<file path="config.mk">
export PLATFORM = sky130hd
export DESIGN_NAME = controle_entrada_flat
export DESIGN_NICKNAME = d
export VERILOG_FILES = /design/src/rtl/controle_entrada_pkg.sv /design/src/rtl/controle_entrada_if.sv /design/src/rtl/debounce_botao.sv /design/src/rtl/controle_entrada.sv /design/src/flat_wrapper.sv
export SDC_FILE = /design/constraint.sdc
export NUM_CORES = 1
export LEC_CHECK = 0
export CELL_PAD_IN_SITES_DETAIL_PLACEMENT = 0
export CELL_PAD_IN_SITES_GLOBAL_PLACEMENT = 1
export CORE_MARGIN = 5
export CORE_UTILIZATION = 46
export CTS_CLUSTER_SIZE = 10
export DETAILED_ROUTE_END_ITERATION = 10
export PLACE_DENSITY_LB_ADDON = 0.1
export RECOVER_POWER = 50
export SYNTH_ARGS = -nofsm -noshare
export SYNTH_HDL_FRONTEND = slang
export SYNTH_SLANG_ARGS = --single-unit
</file>
<file path="constraint.sdc">
create_clock -name clk -period 2.4 [get_ports clk]
set_input_delay 0.24 -clock clk [delete_from_list [all_inputs] [get_ports clk]]
set_output_delay 0.24 -clock clk [all_outputs]
set_load 0.05 [all_outputs]
</file>
<file path="src/rtl/controle_entrada_pkg.sv">
// Shared types and constants for the controle_entrada code-entry block.
package controle_entrada_pkg;

  // Access-control states.
  typedef enum logic [1:0] {
    IDLE    = 2'd0,
    GRANTED = 2'd1,
    FAILED  = 2'd2,
    LOCKED  = 2'd3
  } estado_t;

  // Default accepted code, bit order {A,B,C}.
  localparam logic [2:0] SENHA_DEF = 3'b101;

  // Counter widths: debounce and lockout counters hold up to 255.
  localparam int DEB_CNT_W  = 8;
  localparam int LOCK_CNT_W = 8;
  localparam int TENT_W     = 2;

  // Failed-attempt increment that sticks at the all-ones value.
  function automatic logic [TENT_W-1:0] tent_inc_sat(input logic [TENT_W-1:0] t);
    return (t == '1) ? t : t + 1'b1;
  endfunction

endpackage

</file>
<file path="src/rtl/controle_entrada_if.sv">
// Code-entry bus: raw switch/button inputs, captured code and status outputs,
// plus debug visibility of the FSM state and debounced button level.
//
// Handshake: sw is level data and btn is its qualifier. A debounced rising
// edge of btn acts as "valid" and commits the synchronized sw value on the
// edge it is evaluated; there is no back-pressure (the block is always ready,
// except that commits are dropped while the lockout is active).
interface controle_entrada_if;
  import controle_entrada_pkg::*;

  logic [2:0] sw;
  logic       btn;
  logic       A;
  logic       B;
  logic       C;
  logic       ok;
  logic       erro;
  logic       bloqueado;
  logic [1:0] tentativas;
  estado_t    state_dbg;
  logic       btn_level;

  modport master (
    output sw, btn,
    input  A, B, C, ok, erro, bloqueado, tentativas, state_dbg, btn_level
  );

  modport slave (
    input  sw, btn,
    output A, B, C, ok, erro, bloqueado, tentativas, state_dbg, btn_level
  );

endinterface

</file>
<file path="src/rtl/debounce_botao.sv">
// Button conditioner: 2-flop synchronizer, then a level debouncer that needs
// DEB_CYCLES consecutive opposite samples to flip, and a one-cycle press
// pulse on each accepted rising level.
module debounce_botao
  import controle_entrada_pkg::*;
#(
  parameter int DEB_CYCLES = 4
) (
  input  logic clk,
  input  logic rst_n,
  input  logic btn,
  output logic level,
  output logic press
);

  localparam logic [DEB_CNT_W-1:0] CNT_LAST = DEB_CNT_W'(DEB_CYCLES - 1);

  logic                 sync1;
  logic                 sync2;
  logic [DEB_CNT_W-1:0] cnt;

  // Bring the asynchronous button into the clock domain.
  always_ff @(posedge clk or negedge rst_n) begin
    if (!rst_n) begin
      sync1 <= 1'b0;
      sync2 <= 1'b0;
    end else begin
      sync1 <= btn;
      sync2 <= sync1;
    end
  end

  // Count consecutive disagreeing samples; any agreement restarts the count.
  always_ff @(posedge clk or negedge rst_n) begin
    if (!rst_n) begin
      cnt   <= '0;
      level <= 1'b0;
      press <= 1'b0;
    end else begin
      press <= 1'b0;
      if (sync2 != level) begin
        if (cnt == CNT_LAST) begin
          level <= sync2;
          cnt   <= '0;
          press <= sync2;
        end else begin
          cnt <= cnt + 1'b1;
        end
      end else begin
        cnt <= '0;
      end
    end
  end

endmodule

</file>
<file path="src/rtl/controle_entrada.sv">
// Code-entry controller: captures a 3-bit code on each debounced button press,
// compares it to SENHA and reports grant/failure with an attempt counter.
// Optional lockout after MAX_TRIES failures is built when the macro
// CONTROLE_LOCKOUT_EN is defined; without it tentativas saturates at 3.
module controle_entrada
  import controle_entrada_pkg::*;
#(
  parameter int         DEB_CYCLES  = 4,
  parameter int         LOCK_CYCLES = 16,
  parameter int         MAX_TRIES   = 3,
  parameter logic [2:0] SENHA       = SENHA_DEF
) (
  input logic                clk,
  input logic                rst_n,
  controle_entrada_if.slave  bus
);

`ifdef CONTROLE_LOCKOUT_EN
  localparam logic LOCKOUT_ON = 1'b1;
`else
  localparam logic LOCKOUT_ON = 1'b0;
`endif

  localparam logic [TENT_W-1:0]     MAX_T     = TENT_W'(MAX_TRIES);
  localparam logic [LOCK_CNT_W-1:0] LOCK_LOAD = LOCK_CNT_W'(LOCK_CYCLES - 1);

  logic [2:0]            sw_s1;
  logic [2:0]            sw_s2;
  logic                  press;
  logic                  level;

  estado_t               state,    state_n;
  logic [2:0]            abc,      abc_n;
  logic                  ok,       ok_n;
  logic                  erro,     erro_n;
  logic                  bloq,     bloq_n;
  logic [TENT_W-1:0]     tent,     tent_n;
  logic [LOCK_CNT_W-1:0] lock_cnt, lock_n;

  debounce_botao #(
    .DEB_CYCLES (DEB_CYCLES)
  ) u_deb (
    .clk   (clk),
    .rst_n (rst_n),
    .btn   (bus.btn),
    .level (level),
    .press (press)
  );

  // Per-bit 2-flop synchronizer for the code switches.
  always_ff @(posedge clk or negedge rst_n) begin
    if (!rst_n) begin
      sw_s1 <= 3'b000;
      sw_s2 <= 3'b000;
    end else begin
      sw_s1 <= bus.sw;
      sw_s2 <= sw_s1;
    end
  end

  // FSM and status registers.
  always_ff @(posedge clk or negedge rst_n) begin
    if (!rst_n) begin
      state    <= IDLE;
      abc      <= 3'b000;
      ok       <= 1'b0;
      erro     <= 1'b0;
      bloq     <= 1'b0;
      tent     <= '0;
      lock_cnt <= '0;
    end else begin
      state    <= state_n;
      abc      <= abc_n;
      ok       <= ok_n;
      erro     <= erro_n;
      bloq     <= bloq_n;
      tent     <= tent_n;
      lock_cnt <= lock_n;
    end
  end

  // Next state: lockout countdown has priority over presses; otherwise a
  // press captures the code and grades it.
  always_comb begin
    state_n = state;
    abc_n   = abc;
    ok_n    = ok;
    erro_n  = erro;
    bloq_n  = bloq;
    tent_n  = tent;
    lock_n  = lock_cnt;
    if (state == LOCKED) begin
      if (lock_cnt == '0) begin
        state_n = IDLE;
        tent_n  = '0;
        bloq_n  = 1'b0;
        erro_n  = 1'b0;
        ok_n    = 1'b0;
      end else begin
        lock_n = lock_cnt - 1'b1;
      end
    end else if (press) begin
      abc_n = sw_s2;
      if (sw_s2 == SENHA) begin
        state_n = GRANTED;
        ok_n    = 1'b1;
        erro_n  = 1'b0;
        tent_n  = '0;
      end else begin
        ok_n   = 1'b0;
        erro_n = 1'b1;
        tent_n = tent_inc_sat(tent);
        if (LOCKOUT_ON && (tent_n == MAX_T)) begin
          state_n = LOCKED;
          bloq_n  = 1'b1;
          lock_n  = LOCK_LOAD;
        end else begin
          state_n = FAILED;
        end
      end
    end
  end

  assign bus.A          = abc[2];
  assign bus.B          = abc[1];
  assign bus.C          = abc[0];
  assign bus.ok         = ok;
  assign bus.erro       = erro;
  assign bus.bloqueado  = bloq;
  assign bus.tentativas = tent;
  assign bus.state_dbg  = state;
  assign bus.btn_level  = level;

endmodule

</file>
<file path="src/flat_wrapper.sv">
// flat-port wrapper written by rule: the top's interface ports become plain ports
module controle_entrada_flat import controle_entrada_pkg::*;
#(
  parameter int         DEB_CYCLES  = 4,
  parameter int         LOCK_CYCLES = 16,
  parameter int         MAX_TRIES   = 3,
  parameter logic [2:0] SENHA       = SENHA_DEF
)
  (clk, rst_n, bus_sw, bus_btn, bus_A, bus_B, bus_C, bus_ok, bus_erro, bus_bloqueado, bus_tentativas, bus_state_dbg, bus_btn_level);
  controle_entrada_if bus_i ();
  input logic clk;
  input logic rst_n;
  input wire logic [$bits(bus_i.sw)-1:0] bus_sw;
  input wire logic [$bits(bus_i.btn)-1:0] bus_btn;
  output wire logic [$bits(bus_i.A)-1:0] bus_A;
  output wire logic [$bits(bus_i.B)-1:0] bus_B;
  output wire logic [$bits(bus_i.C)-1:0] bus_C;
  output wire logic [$bits(bus_i.ok)-1:0] bus_ok;
  output wire logic [$bits(bus_i.erro)-1:0] bus_erro;
  output wire logic [$bits(bus_i.bloqueado)-1:0] bus_bloqueado;
  output wire logic [$bits(bus_i.tentativas)-1:0] bus_tentativas;
  output wire logic [$bits(bus_i.state_dbg)-1:0] bus_state_dbg;
  output wire logic [$bits(bus_i.btn_level)-1:0] bus_btn_level;
  assign bus_i.sw = bus_sw;
  assign bus_i.btn = bus_btn;
  assign bus_A = bus_i.A;
  assign bus_B = bus_i.B;
  assign bus_C = bus_i.C;
  assign bus_ok = bus_i.ok;
  assign bus_erro = bus_i.erro;
  assign bus_bloqueado = bus_i.bloqueado;
  assign bus_tentativas = bus_i.tentativas;
  assign bus_state_dbg = bus_i.state_dbg;
  assign bus_btn_level = bus_i.btn_level;
  controle_entrada #(.DEB_CYCLES(DEB_CYCLES), .LOCK_CYCLES(LOCK_CYCLES), .MAX_TRIES(MAX_TRIES), .SENHA(SENHA)) u_core (.clk(clk), .rst_n(rst_n), .bus(bus_i));
endmodule
</file>
==> flow_summary.json, run 1 <==
{
  "tightest_slew_ps": 507,
  "hold_path_class": "input port to asynchronous set/reset pin",
  "netlist_area_um2": 1350,
  "status": "complete, no violations",
  "critPathRequiredTime_ps": 2160,
  "wl_per_cell_um": 12.7,
  "cts_made_buffers": 5,
  "cts.clk_slew.worst_paths_ps": 110,
  "synth_area_leaders": "dfrtp_1 61%, xnor2_1 5.8%, ha_1 3.7%",
  "timing_worst_setup_path_type": "register to output port",
  "r2r.worst_path.cells": 6,
  "nets": 140,
  "h-tree-depth": 2,
  "seq_area_um2": 826,
  "ys_ff_latch": 33,
  "cts-resized-gates": 0,
  "gp_congestion": 0.760,
  "die-area_um2": 4120,
  "routed_wl_um": 2060,
  "clockRootBuffer": "clkbuf_4",
  "vias": 843,
  "synth.avg_cell_area_um2": 12.3,
  "slew_headroom": 0.661,
  "r2r-start": "u_core.lock_cnt[0]",
  "first_global_vias": 855,
  "worst_setup_path_end_kind": "output port",
  "reg2reg_setup_slack_ps": 820,
  "hpwlAfterDp_um": 1420,
  "synth_commonest_cells": "33 x dfrtp_1, 12 x nor2_1, 9 x xnor2_1, 8 x nand3_1",
  "rsz0062_at_grt": "no",
  "worstPathArrival_ps": 1620,
  "syn_nets": 120,
  "final-hold-violation-count": 0,
  "multi_input_area_um2": 493,
  "p_leak_nw": 0.713,
  "die_w_um": 64.2,
  "period_minus_slack_ps": 1860,
  "die_h_um": 64.2,
  "slew_viol_final": 0,
  "async_flop_share": 1.00,
  "worst_path_dominant_cell_family": "buffers and inverters",
  "yosys_warnings": 0,
  "finalSetupViolations": 0,
  "setup_ws_ps": 539,
  "first_pass_iters": 4,
  "netlist_instances": 110,
  "vdd_drop_max_mv": 1.03,
  "rr_endpoint": "u_core.bus.tentativas[1]",
  "layout-drive-gt1-share": 0.122,
  "crit_fanout": 6,
  "cp-startpoint": "u_core.bus.state_dbg[0]",
  "synthDistinctLibCells": 25,
  "antenna_found_initial": 0,
  "ios": 17,
  "via_per_inst": 5.20,
  "clk_latency_ps": 340,
  "synth_top_cell_area_share": 0.611,
  "synthFlopType": "dfrtp_1",
  "cp_slowest_cell": "clkdlybuf4s50_1",
  "clockBufferDepth": 2,
  "ant_nets": 0,
  "powerDensity_nw_per_um2": 1060,
  "dp_slack_ps": 830,
  "post_cts_buffers": 0,
  "port_buffers": 15,
  "fillCellCount": 231,
  "start_kind": "register",
  "diodes": 0,
  "drtIter0Drc": 28,
  "post-route-period-util": 0.775,
  "seq_area_frac_synth": 0.611,
  "cts.hold.buffers_added": 0,
  "crit_chain": "clkdlybuf4s50_1",
  "grt_first_pass_wirelength_um": 3640,
  "clkSinkCount": 33,
  "synth.largest_area_cell": "dfrtp_1",
  "synth_edf_count": 0,
  "rows": 19,
  "yosysMostFrequentCell": "dfrtp_1",
  "crit_buf_inv": 1,
  "clock_skew_ps": 8.99,
  "grt_max_degree": 34,
  "max_freq_mhz": 537,
  "grt-ovfl-total": 0,
  "setup_tns_ps": 0,
  "core_um2": 2780,
  "max-cap-violations": 0,
  "start_util": 0.486,
  "cts_tree": "yes",
  "area_delta_synth_final_pct": 19.1,
  "slowest_delay_ps": 830,
  "drc_errors": 0,
  "grt_usage": 0.119
}
## routing by layer
metal  wire length [um]  track usage
met1                976        0.131
met2                906        0.177
met3                132       0.0613
met4                 48       0.0814
met5                  0            0
## placed cells by master, fill, tap and decap left out, types with 3 or more instances in the layout
| cell | n |
|---|---|
| and3_1 | 4 |
| clkbuf_4 | 5 |
| clkdlybuf4s50_1 | 10 |
| dfrtp_1 | 33 |
| dlygate4sd3_1 | 5 |
| ha_1 | 4 |
| inv_1 | 3 |
| mux2_2 | 4 |
| nand2_1 | 5 |
| nand3_1 | 8 |
| nor2_1 | 12 |
| o21ai_0 | 5 |
| xnor2_1 | 9 |
| xor2_1 | 5 |
## through the flow
| stage | power, mW | std cells | instance area, um2 | hold WS, ps | utilization |
|---|---|---|---|---|---|
| after CTS | 1.73 | 162 | 1610 | 266 | 0.579 |
| final | 1.70 | 162 | 1610 | 342 | 0.579 |
| after global routing | 1.80 | 162 | 1610 | 368 | 0.579 |
| after detailed placement | 1.30 | 154 | 1530 | 338 | 0.549 |
| after floorplan | 1.12 | 110 | 1350 | -55.6 | - |
| after global placement | 1.29 | 154 | 1530 | 332 | 0.549 |
## where the power goes
part	internal (mW)	switching, mW	total [mW]
Sequential	0.639	0.0707	0.709
Combinational	0.197	0.370	0.568
Clock	0.220	0.205	0.425
## worst max path at each step
stage / endpoint / slack (ps) / cells past startpoint
after floorplan: u_core.lock_cnt[7] / 830 / 4
after global placement: u_core.bus.tentativas[1] / 880 / 6
after detailed placement: u_core.bus.tentativas[1] / 830 / 6
after CTS: bus_erro / 510 / 1
after global routing: bus_ok / 460 / 1
final: bus_ok / 540 / 1
## flip-flops by register name (all words and copies together) (netlist names), 2 cells and up
signal	flops
u_core.bus.tentativas	2
u_core.abc	3
u_core.bus.state_dbg	2
u_core.sw_s1	3
u_core.lock_cnt	8
u_core.sw_s2	3
u_core.u_deb.cnt	8
## logic make-up after synthesis
family	after synthesis	share of synthesized area
other	1	0.00277
XOR/XNOR	14	0.0907
AO/OA/AOI/OAI	10	0.0481
multiplexers	4	0.0333
flip-flops	33	0.611
AND/OR/NAND/NOR	38	0.153
adder cells (fa/ha/maj)	4	0.0370
buffers and inverters	6	0.0250
## final cells by class
class                           instances  area share
Sequential cell                        33       0.513
Multi-Input combinational cell         71       0.306
Inverter                                3     0.00699
Tap cell                               31      0.0241
Timing Repair Buffer                   16      0.0979
Clock buffer                            5      0.0233
Clock inverter                          3      0.0287
(Power assumes the default switching activity.)
==> run 2: changes to the inputs <==
--- a/config.mk
+++ b/config.mk
@@ -8,7 +8,7 @@
 export CELL_PAD_IN_SITES_DETAIL_PLACEMENT = 0
 export CELL_PAD_IN_SITES_GLOBAL_PLACEMENT = 1
 export CORE_MARGIN = 5
-export CORE_UTILIZATION = 46
+export CORE_UTILIZATION = 39
 export CTS_CLUSTER_SIZE = 10
 export DETAILED_ROUTE_END_ITERATION = 10
 export PLACE_DENSITY_LB_ADDON = 0.1
==> constraint.sdc (replaced) <==
create_clock -name clk -period 1.7 [get_ports clk]
set_input_delay 0.17 -clock clk [delete_from_list [all_inputs] [get_ports clk]]
set_output_delay 0.17 -clock clk [all_outputs]
set_load 0.05 [all_outputs]
==> run 2 against run 1 <==
Power grew 30%; highest routed layer unchanged; die area up 15%; non-clock buffer count stayed put; flip-flop and latch count stayed put; sequential share of layout area up 0.52 points; first-iteration DRC count rose by 50%.
==> flow_summary.json, run 2 (same netlist as run 1, synthesis figures left out) <==
{
  "grt_first_pass_wirelength_um": 3850,
  "hold_path.startpoint": "u_core.sw_s1[1]",
  "final_util": 0.478,
  "vias": 832,
  "top_layer_used": "met4",
  "start_kind": "register",
  "final_common_cell": "dfrtp_1",
  "rows": 21,
  "slew_headroom": 0.470,
  "cts_made_buffers": 5,
  "drc_errors": 0,
  "dr_wl_met2_um": 952,
  "die_w_um": 68.9,
  "gp_congestion": 0.755,
  "p_int_mw": 1.30,
  "first_global_vias": 871,
  "cp_slowest_cell": "dfrtp_1",
  "h-tree-depth": 2,
  "port_buffers": 15,
  "wl_per_cell_um": 12.0,
  "routed_wl_um": 2130,
  "clkSinkCount": 33,
  "vdd_drop_max_mv": 0.662,
  "clockPowerShare": 0.199,
  "power.share.sequential": 0.455,
  "core_um2": 3340,
  "hold_path_class": "register to register",
  "max_freq_mhz": 643,
  "tightest_slew_ps": 796,
  "period_minus_slack_ps": 1550,
  "status": "complete, no violations",
  "powerDensity_nw_per_um2": 1390,
  "p_leak_nw": 0.737,
  "crit_fanout": 9,
  "reg_top3": "u_core.lock_cnt (8), u_core.u_deb.cnt (8)",
  "start_util": 0.405,
  "p_switching_uw": 904,
  "clockRootBuffer": "clkbuf_4",
  "final_cell_mix": "33 x dfrtp_1, 12 x nor2_1, 9 x xnor2_1, 8 x nand3_1, 7 x buf_4",
  "area_delta_synth_final_pct": 17.9,
  "final-hold-violation-count": 0,
  "worst_path_dominant_cell_family": "flip-flops",
  "cts.clk_slew.worst_paths_ps": 110,
  "timing_worst_setup_path_type": "register to register",
  "slowest_delay_ps": 360,
  "wl_met3_um": 118,
  "worstPathArrival_ps": 1780,
  "cts-resized-gates": 1,
  "crit_buf_inv": 1,
  "grt-ovfl-total": 0,
  "post_cts_buffers": 0,
  "layout-drive-gt1-share": 0.183,
  "dp_slack_ps": 118,
  "fillCellCount": 323,
  "rsz0062_at_grt": "yes",
  "critPathRequiredTime_ps": 1930,
  "slew_viol_final": 0,
  "swShare": 0.409,
  "cp-startpoint": "u_core.lock_cnt[0]",
  "drtIter0Drc": 42,
  "nets": 140,
  "ios": 17,
  "combPwrFrac": 0.346,
  "cts_tree": "yes",
  "setup_tns_ps": 0,
  "max-cap-violations": 0,
  "clock_skew_ps": 5.07,
  "die-area_um2": 4750,
  "diodes": 0,
  "grt_usage": 0.113,
  "post-route-period-util": 0.914,
  "setup_ws_ps": 146,
  "finalSetupViolations": 0,
  "first_pass_iters": 4,
  "cts.hold.buffers_added": 0,
  "clk_latency_ps": 330,
  "wl_met1_um": 1020,
  "clockBufferDepth": 2,
  "r2r-start": "u_core.lock_cnt[0]",
  "antenna_found_initial": 0,
  "die_h_um": 68.9,
  "crit_chain": "inv_1 > ha_1 > nor3b_2 > a21oi_2 > nand4_1 > xnor2_1",
  "ant_nets": 0,
  "worst_setup_path_end_kind": "register",
  "via_per_inst": 4.70,
  "hpwlAfterDp_um": 1470,
  "grt_max_degree": 34
}
[run 2: power by group through the flow]
stage | clock, mW | sequential (mW) | combinational [mW]
finish | 0.440 | 1.00 | 0.765
global route | 0.504 | 1.03 | 0.828
CTS | 0.472 | 1.00 | 0.782
detailed placement | 0 | 1.02 | 0.787
global placement | 0 | 1.02 | 0.786
floorplan | 0 | 1.28 | 0.292
[run 2: metrics by stage]
stage	cells	hold WS, ps	total power, mW	instance area, um2
after floorplan	110	-126	1.58	1350
after global placement	169	334	1.80	1530
after detailed placement	169	336	1.81	1530
after CTS	177	223	2.26	1590
after global routing	177	346	2.36	1590
final	177	360	2.21	1590
[run 2: area by class of cell]
type                    instances  area (um2)  share of cell area
well taps                      46        57.6              0.0361
clock buffers                   5        37.5              0.0235
flip-flops and latches         33         826               0.518
clock inverters                 3        22.5              0.0141
inverters                       3        11.3             0.00706
multi-input cells              71         498               0.312
repair buffers                 16         141              0.0887
[run 2: path summary, 6_finish.rpt]
path / slack, ps / cells after the start / to
setup / recovery: 150 / 6 / u_core.lock_cnt[7]
hold / removal: 360 / 0 / u_core.sw_s2[1]
setup reg to reg: 150 / 6 / u_core.lock_cnt[7]
hold reg to reg: 360 / 0 / u_core.sw_s2[1]
max in group asynchronous: 760 / 2 / u_core.lock_cnt[0]
min in group asynchronous: 440 / 2 / u_core.lock_cnt[7]
[run 2: worst register-to-register path, cell delays in order (launching register included)]
cell and delay, ps:
dfrtp_1 360, inv_1 80, ha_1 190, nor3b_2 160, a21oi_2 350, nand4_1 170, xnor2_1 150
[run 2: layer usage]
layer / vias up / track usage
met3: 5 / 0.0405
met1: 401 / 0.140
met2: 15 / 0.170
li1: 411 / -
met4: 0 / 0.0657
met5: - / 0
==> run 3: changes to the inputs <==
==> constraint.sdc (replaced) <==
create_clock -name clk -period 1.3 [get_ports clk]
set_input_delay 0.13 -clock clk [delete_from_list [all_inputs] [get_ports clk]]
set_output_delay 0.13 -clock clk [all_outputs]
set_load 0.05 [all_outputs]
==> run 3 against run 2 <==
The run now ends with setup timing left; clock skew grew 5.0 ps; sequential share of layout area shrank 8.8 points; setup slack lost 270 ps; register-to-register slack lost 270 ps; cell count grew 10%; power grew 59%; first-iteration DRC count shrank 38%; clock power grew 50%; critical endpoint is now u_core.lock_cnt[6]; global-route usage grew 1.5 points; design area grew 21%; critical path type unchanged.
==> flow_summary.json, run 3 (same netlist as run 1, synthesis figures left out) <==
{
  "setup_ws_ps": -126,
  "ant_nets": 0,
  "drtIter0Drc": 26,
  "via_per_inst": 4.70,
  "cts_made_buffers": 5,
  "drc_errors": 0,
  "max_freq_mhz": 701,
  "area_delta_synth_final_pct": 42.4,
  "grt-ovfl-total": 0,
  "die_w_um": 68.9,
  "die-area_um2": 4750,
  "p_int_mw": 2.22,
  "use_met1": 0.151,
  "clk_latency_ps": 340,
  "final_cell_mix": "31 x dfrtp_1, 18 x buf_4, 12 x nor2_1, 10 x buf_12, 9 x xnor2_1",
  "grt_max_degree": 34,
  "finalSetupViolations": 13,
  "status": "finished, violations left",
  "port_buffers": 15,
  "grt_usage": 0.128,
  "post-route-period-util": 1.10,
  "hold_path.startpoint": "bus_sw[2]",
  "violations": "setup timing",
  "layout-drive-gt1-share": 0.396,
  "grtUsageMet2": 0.205,
  "wl_per_cell_um": 12.4,
  "final-hold-violation-count": 0,
  "nets": 158,
  "core_um2": 3340,
  "setup_tns_ps": -816,
  "power.share.sequential": 0.383,
  "dp_slack_ps": -106,
  "antenna_found_initial": 0,
  "timing_worst_setup_path_type": "register to register",
  "cts.clk_slew.worst_paths_ps": 110,
  "powerDensity_nw_per_um2": 1830,
  "final_common_cell": "dfrtp_1",
  "rsz0062_at_grt": "yes",
  "h-tree-depth": 2,
  "p_switching_mw": 1.30,
  "totalPowerFinal_mw": 3.52,
  "grt.met3_usage": 0.0340,
  "diodes": 0,
  "top_usage_layer": "met2",
  "critPathRequiredTime_ps": 1540,
  "vdd_drop_max_mv": 1.35,
  "max-cap-violations": 0,
  "clockRootBuffer": "clkbuf_4",
  "hold-worst-slack_ps": 345,
  "p_leak_nw": 0.870,
  "reg_top3": "u_core.lock_cnt (8), u_core.u_deb.cnt (8)",
  "tightest_slew_ps": 788,
  "placed_cell_area_um2": 1800,
  "first_global_vias": 993,
  "cts_tree": "yes",
  "clock_skew_ps": 10.0,
  "rows": 21,
  "cp-startpoint": "u_core.lock_cnt[1]",
  "ios": 17,
  "gp_congestion": 0.806,
  "worstPathArrival_ps": 1670,
  "hold_path_class": "input port to register",
  "worst_setup_path_end_kind": "register",
  "routed_wl_um": 2420,
  "clockBufferDepth": 2,
  "clkSinkCount": 33,
  "die_h_um": 68.9,
  "start_kind": "register",
  "start_util": 0.405,
  "fin_area_um2": 1930,
  "vias": 916,
  "slew_headroom": 0.475,
  "clockPowerShare": 0.188,
  "hpwlAfterDp_um": 1670,
  "grt_first_pass_wirelength_um": 4310,
  "crit_fanout": 8,
  "period_minus_slack_ps": 1430,
  "slew_viol_final": 0,
  "r2r-start": "u_core.lock_cnt[1]",
  "first_pass_iters": 4,
  "cts.hold.buffers_added": 0,
  "combPwrFrac": 0.429,
  "swShare": 0.368
}
## run 3: changes by cell type in the layout (fill, tap and decap cells not counted), sizes merged
cell / previous run / this run
buf: 7 / 28
clkbuf: 6 / 8
dlymetal6s2s: 2 / 0
clkinvlp: 3 / 0
clkinv: 0 / 1
dlygate4sd2: 1 / 0
## run 3: worst max-delay path, cell delays in order (launching register included)
cell	delay, ps
dfrtp_1	390
inv_2	40
ha_2	150
nor3b_4	160
a21oi_4	240
buf_4	160
nand3_2	70
xnor2_1	120
## run 3: path summary, 6_finish.rpt
kind                                           end  slack (ps)  cells past startpoint
setup / recovery                u_core.lock_cnt[6]        -130                      7
hold / removal                     u_core.sw_s1[2]         340                      1
setup reg to reg                u_core.lock_cnt[6]        -130                      7
hold reg to reg                    u_core.sw_s2[0]         360                      0
max in group asynchronous  u_core.bus.state_dbg[0]         360                      2
min in group asynchronous       u_core.lock_cnt[6]         390                      2
## run 3: power groups by stage
stage	logic [mW]	registers (mW)	clock network (mW)
floorplan	0.393	1.70	0
global placement	1.48	1.35	0
detailed placement	1.49	1.36	0
CTS	1.51	1.34	0.687
global route	1.60	1.38	0.728
finish	1.51	1.35	0.661
## run 3: metal layers
metal	share of wire	wire [um]
met5	0	0
met4	0.017	42
met3	0.049	119
met2	0.49	1180
met1	0.45	1080
## run 3: through the flow
| stage | std cells | utilization |
|---|---|---|
| global route | 195 | 0.577 |
| floorplan | 110 | - |
| detailed placement | 183 | 0.539 |
| finish | 195 | 0.577 |
| CTS | 192 | 0.566 |
| global placement | 183 | 0.539 |
## run 3: cell type report
type                    instances  area (um2)
fillers                       319        1410
flip-flops and latches         33         828
multi-input cells              71         568
repair buffers                 34         390
clock buffers                   7        65.1
well taps                      46        57.6
inverters                       3        11.3
clock inverters                 1        5.00
## run 3: what timing repair did
action	4_1_cts	5_1_grt
pin swaps	5	6
endpoints found under the setup margin	20	22
gates resized for setup	4	7
buffers inserted	1	3
endpoints found under the hold margin	0	0
